--- src/rtl/bus_request_port.sv ---
// -----------------------------------------------------------------------------
// bus_request_port
//
// Per-unit requester sitting between a local data source and one slot of a
// shared-bus arbiter. Outbound words are buffered in a small FIFO; the port
// raises `request` while words are pending, ages its priority while it waits,
// and places one word on the bus for every cycle its grant bit is high.
//
// Parameters:
//   DATAWIDTH    - width of buffered and bus data
//   ADDRESSWIDTH - width of the priority field (arbiter per-unit slice)
//   FIFODEPTH    - FIFO entries, power of two, >= 2
//   BASEPRIO     - priority after reset and after each grant (lower wins)
//   AGELIMIT     - ungranted requesting cycles per one-step priority boost
//
// Ports:
//   clock            in   sole clock, rising edge
//   reset            in   synchronous, active-high
//   wr_valid         in   local push strobe
//   wr_data          in   word to push
//   wr_ready         out  FIFO not full (combinational from count)
//   request          out  registered request to the arbiter
//   request_priority out  registered priority to the arbiter
//   grant            in   this unit's bit of the registered grant vector
//   bus_valid        out  registered, word on bus_data this cycle
//   bus_data         out  registered bus word
//   fifo_count       out  current FIFO occupancy
//   spurious_grant   out  sticky flag: grant seen while FIFO empty
// -----------------------------------------------------------------------------
module bus_request_port #(
    parameter int DATAWIDTH    = 32,
    parameter int ADDRESSWIDTH = 3,
    parameter int FIFODEPTH    = 8,
    parameter int BASEPRIO     = 3,
    parameter int AGELIMIT     = 16
) (
    input  logic                         clock,
    input  logic                         reset,
    input  logic                         wr_valid,
    input  logic [DATAWIDTH-1:0]         wr_data,
    output logic                         wr_ready,
    output logic                         request,
    output logic [ADDRESSWIDTH-1:0]      request_priority,
    input  logic                         grant,
    output logic                         bus_valid,
    output logic [DATAWIDTH-1:0]         bus_data,
    output logic [$clog2(FIFODEPTH):0]   fifo_count,
    output logic                         spurious_grant
);

    localparam int PW   = $clog2(FIFODEPTH);
    localparam int CW   = PW + 1;
    localparam int AGEW = $clog2(AGELIMIT + 1);

    localparam logic [ADDRESSWIDTH-1:0] BASE_PRIO_VAL = ADDRESSWIDTH'(BASEPRIO);
    localparam logic [AGEW-1:0]         AGE_LAST      = AGEW'(AGELIMIT - 1);
    localparam logic [CW-1:0]           COUNT_FULL    = CW'(FIFODEPTH);

    typedef enum logic {
        ST_IDLE = 1'b0,
        ST_REQ  = 1'b1
    } state_t;

    // ------------------------------------------------------------------
    // FIFO storage and pointers
    // ------------------------------------------------------------------
    logic [DATAWIDTH-1:0] mem [FIFODEPTH];
    logic [PW-1:0]        head_reg;
    logic [PW-1:0]        tail_reg;
    logic [CW-1:0]        count_reg;
    logic [CW-1:0]        count_next;

    logic                 push;
    logic                 pop;
    logic                 fifo_empty;

    state_t               state_reg;
    state_t               state_next;

    logic [AGEW-1:0]          age_reg;
    logic [ADDRESSWIDTH-1:0]  prio_reg;

    logic                 bus_valid_reg;
    logic [DATAWIDTH-1:0] bus_data_reg;
    logic                 spurious_reg;

    assign fifo_empty = (count_reg == '0);
    assign wr_ready   = (count_reg != COUNT_FULL);
    assign push       = wr_valid & wr_ready;
    assign pop        = grant & ~fifo_empty;

    always_comb begin
        count_next = count_reg;
        if (push && !pop) begin
            count_next = count_reg + CW'(1);
        end else if (pop && !push) begin
            count_next = count_reg - CW'(1);
        end
    end

    // Storage has no reset: after reset the pointers mark everything stale.
    always_ff @(posedge clock) begin
        if (push && !reset) begin
            mem[tail_reg] <= wr_data;
        end
    end

    // Pointers wrap naturally because FIFODEPTH is a power of two.
    always_ff @(posedge clock) begin
        if (reset) begin
            head_reg  <= '0;
            tail_reg  <= '0;
            count_reg <= '0;
        end else begin
            if (push) begin
                tail_reg <= tail_reg + PW'(1);
            end
            if (pop) begin
                head_reg <= head_reg + PW'(1);
            end
            count_reg <= count_next;
        end
    end

    // ------------------------------------------------------------------
    // Bus beat: head word registered out on each grant with data pending.
    // bus_data holds its last value between beats.
    // ------------------------------------------------------------------
    always_ff @(posedge clock) begin
        if (reset) begin
            bus_valid_reg <= 1'b0;
            bus_data_reg  <= '0;
        end else begin
            bus_valid_reg <= pop;
            if (pop) begin
                bus_data_reg <= mem[head_reg];
            end
        end
    end

    always_ff @(posedge clock) begin
        if (reset) begin
            spurious_reg <= 1'b0;
        end else if (grant && fifo_empty) begin
            spurious_reg <= 1'b1;
        end
    end

    // ------------------------------------------------------------------
    // Request FSM. Decisions use the post-edge occupancy so request drops
    // on the same edge that removes the last word; with the arbiter's
    // one-cycle grant latency the port is then never granted while empty.
    // ------------------------------------------------------------------
    always_ff @(posedge clock) begin
        if (reset) begin
            state_reg <= ST_IDLE;
        end else begin
            state_reg <= state_next;
        end
    end

    always_comb begin
        state_next = state_reg;
        case (state_reg)
            ST_IDLE: if (count_next != '0) state_next = ST_REQ;
            ST_REQ:  if (count_next == '0) state_next = ST_IDLE;
            default: state_next = ST_IDLE;
        endcase
    end

    // ------------------------------------------------------------------
    // Priority aging: every AGELIMIT ungranted requesting cycles the
    // priority value steps down by one (towards winning), saturating at 0.
    // ------------------------------------------------------------------
    always_ff @(posedge clock) begin
        if (reset) begin
            age_reg  <= '0;
            prio_reg <= BASE_PRIO_VAL;
        end else if (grant || state_reg == ST_IDLE) begin
            age_reg  <= '0;
            prio_reg <= BASE_PRIO_VAL;
        end else if (age_reg == AGE_LAST) begin
            age_reg <= '0;
            if (prio_reg != '0) begin
                prio_reg <= prio_reg - ADDRESSWIDTH'(1);
            end
        end else begin
            age_reg <= age_reg + AGEW'(1);
        end
    end

    assign request          = (state_reg == ST_REQ);
    assign request_priority = prio_reg;
    assign bus_valid        = bus_valid_reg;
    assign bus_data         = bus_data_reg;
    assign fifo_count       = count_reg;
    assign spurious_grant   = spurious_reg;

endmodule

--- config.mk ---
export PLATFORM = sky130hd
export DESIGN_NAME = bus_request_port
export DESIGN_NICKNAME = d
export VERILOG_FILES = /design/src/rtl/bus_request_port.sv
export SDC_FILE = /design/constraint.sdc
export NUM_CORES = 1
export LEC_CHECK = 0
export ABC_AREA = 1
export BUFFER_PORTS_ARGS = -buffer_cell sky130_fd_sc_hd__buf_2
export CORE_MARGIN = 10
export CORE_UTILIZATION = 30
export CTS_BUF_LIST = sky130_fd_sc_hd__clkbuf_4 sky130_fd_sc_hd__clkbuf_8 sky130_fd_sc_hd__clkbuf_16
export CTS_CLUSTER_DIAMETER = 200
export DETAILED_ROUTE_END_ITERATION = 6
export GPL_TIMING_DRIVEN = 0
export PLACE_DENSITY_LB_ADDON = 0.1
export SLEW_MARGIN = 20
export SYNTH_ARGS = -nofsm -noshare
export SYNTH_HDL_FRONTEND = slang
export SYNTH_SLANG_ARGS = --single-unit
--- constraint.sdc ---
create_clock -name clock -period 4.9 [get_ports clock]
set_clock_uncertainty 0.2 [all_clocks]
set_input_delay 0.245 -clock clock [delete_from_list [all_inputs] [get_ports clock]]
set_output_delay 0.245 -clock clock [all_outputs]
set_load 0.005 [all_outputs]
[After elaboration in Yosys (flattened, before gate mapping)]
Memory sizes are Yosys's and may differ from the RTL's. A register that Yosys moved wholly into a read port is not among the register bits.
Index checks and enable logic that the tools add are counted.
Storage, ports and cells
  bits in registers: 21
  memory bits (writable): 256
  bits of input ports: 36
  output and inout port bits: 43
  word-level logic and storage cells: 43
  memories: 1
Operators by class
  $add $sub $neg: 6
  eq/ne operators: 2
  multiplexer cells: 7
  bitwise operators: 4
  reduce and logical (&&, ||, !) cells: 15
Memories
  mem: depth 8, bits a word 32, read ports 1, clocked after Yosys merged registers in 1, wr ports 1, RTL line 67  | logic [DATAWIDTH-1:0] mem [FIFODEPTH];
Operator list (number)
  $logic_not 4->1: 2
  $mux 4: 2
  $add 3x1->3 const B: 2
  $add 5x1->5 const B: 1
  $eq 5x4->1 const B: 1
  $add 4x1->4 const B: 1
  $logic_and 1x1->1: 4
  $mux 1: 4
  $ne 4x4->1 const B: 1
  $reduce_bool 4->1: 1
  $sub 4x1->4 const B: 1
  $logic_not 1->1: 3
  $reduce_bool 3->1: 1
  $reduce_or 3->1: 1
  $sub 3x1->3 const B: 1
  $and 1x1->1: 2
  $not 1->1: 2
  $pmux 1 s2: 1
  $reduce_and 2->1: 1
  $reduce_or 2->1: 1
  $logic_or 1x1->1: 1

[Logic depth before layout (Yosys ltp)]
  depth in word-level cells: 9
  mapped depth: 13
  gate-level depth less buffers: 13

[Least setup slack after synthesis]
OpenSTA, ideal clock, no wires.
  path type: register to register
  from: register count_reg[0] (netlist: fifo_count[0])
  to: memory mem[6][0], enable pin
  setup time: 0.461 ns
  data arrival time: 3.467 ns
  required time: 4.239 ns
  setup slack: 0.772 ns
  stages on the path, launching flop included: 9
  buffers on the path: 1
  clock period less this slack: 4.128 ns
  cells stage by stage: dfxtp_1 -> inv_1 -> ha_1 -> nand3_2 -> nand2_1 -> buf_4 -> nor2_1 -> inv_1 -> nor3_1
On the way
  longest elaborated chain between the ends: 5
RTL lines
  start: declaration: RTL line 70  | logic [CW-1:0] count_reg;
  start signal: assignment: RTL line 121  | count_reg <= count_next;
  $ne 4x4->1: RTL line 88  | assign wr_ready = (count_reg != COUNT_FULL);
  named net wr_ready: RTL line 41  | output logic wr_ready,
  $and 1x1->1: RTL line 89  | assign push = wr_valid & wr_ready;
  $logic_and 1x1->1: RTL line 103  | if (push && !reset) begin
  $mux 1: RTL line 103
  $mux 1 (implied by the code): RTL line 104  | mem[tail_reg] <= wr_data;
  end: declaration: RTL line 67
The timed path passes the listed nets, and every way through them passes these cells.

[Worst setup path in the final report]
  from: register count_reg[0] (netlist: fifo_count[0])
  to: memory mem[5][16], enable pin
On the way
  longest elaborated chain between the ends: 5
RTL lines (RTL line)
  $ne 4x4->1: 88
  $and 1x1->1: 89
  $logic_and 1x1->1: 103
  $mux 1: 103
  $mux 1 (implied by the code): 104
No other way between the ends.

==> impl_metrics.yaml <==
run:
  cap_violations: 0
critical_path:
  critical-path-slowest-cell: "nor2_4"
  cp-start-kind: "flip-flop"
  cp_num_cells: 9
  cp_max_fo: 17
  worstRegToRegCells: 9
  path_delay_family: "simple AND/OR/NAND/NOR gates"
  r2r-start: "fifo_count[0]$_SDFF_PP0_"
  crit_required_ns: 4.93
  path_cells: "inv_1 -> ha_1 -> nand3_2 -> nand2_1 -> buf_4 -> nor2_1 -> nand2_1 -> nor2_4 -> buf_16"
  rr_endpoint: "mem[5][16]$_DFFE_PP_"
  cp_common_cell: "nand2_1"
  critPathMaxStageDelay_ns: 0.61
  worst-path-buf-inv: 3
  criticalPathCategory: "reg2reg"
  regToRegSetupSlack_ns: 1.88
  end_kind: "flip-flop"
  critical_path_arrival_ns: 3.05
clocking:
  clk_latency_ns: 0.54
  cts_root_buf: "clkbuf_16"
  cts_tree: "yes"
  clock_path_buffers: 3
  numCtsBuffers: 37
  clock-sinks: 309
  htree_levels: 2
  clk_pin_slew_worst_paths_ns: 0.06
  post-cts-setup-buffer-count: 0
synthesis:
  synth-edff-count: 256
  ys.flop_type: "edfxtp_1"
  yosysUniqueCellTypes: 29
  synth-async-reset-ratio_pct: 0
  synthesis.nets: 991
  syn_inst: 947
  ys_ff_latch: 309
  synth_area_um2: 11900
  yosysWarnings: 0
  postSynthAreaPerCell_um2: 12.5
  yosysSeqAreaShare_pct: 73.7
floorplan:
  dieArea_um2: 47900
  core-area_um2: 38900
  pin_count: 79
  die_width_um: 219
  rows: 72
  initial_core_util_pct: 30.5
  die_h_um: 219
detailed_routing:
  wl_met3_um: 1970
  post_drt_wl_per_cell_um: 21.8
  drc: 0
  via_count: 7998
  dr.pass1.iters: 5
  highest_layer: "met4"
  vias_per_cell: 4.78
  antenna_left: 0
  drt_iter0_markers: 613
  wirelength_met1_um: 17500
  routed_wl_um: 36500
  wl_met2_um: 16300
pwr:
  p_comb_share_pct: 24.0
  p_int_w: 0.00516
  p_per_area_nw_per_um2: 510
  power_frac_seq_pct: 41.2
  clkPwrFrac_pct: 34.9
  irDropWorstVdd_v: 0.000230
  p_sw_w: 0.00239
  leakage_nw: 5.17
  swShare_pct: 31.7
final_layout:
  utilization_pct: 38.0
  largest_reg_flops: 256
  drive_gt1_share_pct: 18.1
  final_nets: 1169
  area_growth_pct: 24.6
global_routing:
  grt_start_max_net_pins: 18
  grtUsageTotal_pct: 15.2
  overflow: 0
  grt_pass1_wl_um: 53800
  grt_pass1_vias: 7964
  antenna_found_initial: 2
sta:
  max_freq_ghz: 0.331
  slew-limit-headroom_pct: 37.4
  worst_pin_slew_ns: 0.939
  drv_slew: 0
  rsz0062_at_grt: "false"
  hold_violations: 0
  finalCriticalPeriod_ns: 3.02
  setup_ws_ns: 1.88
  fin_crit_sh_pct: 61.6
  setup_viol: 0
min_path:
  hold_depth: 1
  hold_end: "age_reg[0]$_SDFF_PP0_"
  hold_path.startpoint: "age_reg[0]$_SDFF_PP0_"
  hp-class: "reg2reg"
placed_design:
  gp_congestion: 0.712
  dp_hpwl_um: 23400
  pre_cts_ws_ns: 1.84
  io_buffers: 78
outcome:
  outcome: "completed"
==> worst reg2reg max path, stage by stage (launching register included) <==
cell and delay, ns:
dfxtp_1 0.41, inv_1 0.09, ha_1 0.31, nand3_2 0.12, nand2_1 0.07, buf_4 0.17
nor2_1 0.19, nand2_1 0.28, nor2_4 0.61, buf_16 0.26
==> cell type report <==
cell class	count	area, um^2
Tap cell	518	648
Inverter	27	101
Timing Repair Buffer	139	1060
Clock inverter	11	53.8
Antenna cell	2	5.00
Multi-Input combinational cell	551	2770
Sequential cell	309	8750
Fill cell	3868	24100
Buffer	60	305
Clock buffer	57	1110
==> placed cells by master (no fill, tap or decap), types with 2 or more instances in the layout <==
cell             n
dlygate4sd3_1   35
inv_1           26
nor2_4           4
clkinv_1         6
buf_4           28
clkbuf_16       39
nand2_1         31
a21oi_1         42
nand3_1         12
buf_2           94
xor2_1           2
o22ai_1         32
clkinv_2         3
diode_2          2
buf_16           5
o21ai_1         42
nand2_2          2
o21ai_0        158
nor2_1         173
clkbuf_1        30
nor3_2           4
edfxtp_1       256
dfxtp_1         53
o211ai_1        32
buf_6            5
ha_1             8
clkbuf_4        18
==> power groups by stage <==
stage / Clock, W / Sequential (W) / Combinational (W)
2_1_floorplan: 0 / 0.00317 / 0.00101
3_3_place_gp: 0 / 0.00317 / 0.00181
3_5_place_dp: 0 / 0.00316 / 0.00183
4_1_cts: 0.00269 / 0.00311 / 0.00186
5_1_grt: 0.00280 / 0.00313 / 0.00203
6_report: 0.00263 / 0.00311 / 0.00181
==> timing repair <==
action	CTS	global route
hold buffers	35	0
gates resized for setup	0	0
endpoints found under the hold margin	270	0
setup endpoints to repair	0	0
==> how the worst max path moves through the flow <==
| stage | startpoint | end |
|---|---|---|
| floorplan | fifo_count[0]$_SDFF_PP0_ | mem[6][0]$_DFFE_PP_ |
| global placement | fifo_count[0]$_SDFF_PP0_ | mem[0][22]$_DFFE_PP_ |
| detailed placement | fifo_count[0]$_SDFF_PP0_ | mem[1][22]$_DFFE_PP_ |
| CTS | fifo_count[0]$_SDFF_PP0_ | mem[1][23]$_DFFE_PP_ |
| global route | fifo_count[0]$_SDFF_PP0_ | mem[1][23]$_DFFE_PP_ |
| finish | fifo_count[0]$_SDFF_PP0_ | mem[5][16]$_DFFE_PP_ |
==> cell usage after synthesis (16+ instances only) <==
cell type  count  area, um^2
a21oi_1       42         210
buf_2         16        80.1
clkbuf_1      30         113
dfxtp_1       53        1060
edfxtp_1     256        7690
inv_1         26        97.6
nand2_1       31         116
nor2_1       177         664
o211ai_1      32         240
o21ai_0      158         791
o21ai_1       42         210
o22ai_1       32         200
==> per-layer routing <==
layer / vias up / GRT usage [%]
met1: 3908 / 21.5
met4: 0 / 4.71
met2: 212 / 23.1
met5: - / 0
met3: 51 / 2.79
li1: 3827 / -
==> logic make-up (layout without fill, tap and decap cells) <==
kind of cell / after synthesis / after routing / share of synthesized area (%)
DFF: 309 / 309 / 73.7
AOI/OAI and AO/OA: 310 / 310 / 14.2
xor gates and xnor gates: 2 / 2 / 0.148
and+or+nand+nor: 231 / 231 / 7.65
other: 0 / 2 / 0
buffers and inverters: 87 / 294 / 3.43
adders and majority gates: 8 / 8 / 0.843
==> through the flow <==
step	instances	hold slack (ns)	TNS (ns)	total power (W)	area, um^2
after floorplan	947	0.114	0	0.00417	11900
after global placement	1543	0.235	-310.60	0.00498	12900
after detailed placement	1569	0.235	0	0.00499	13300
after CTS	1672	0.262	0	0.00766	14800
after global routing	1672	0.312	0	0.00796	14800
final	1674	0.255	0	0.00755	14800
(Power assumes the default switching activity.)
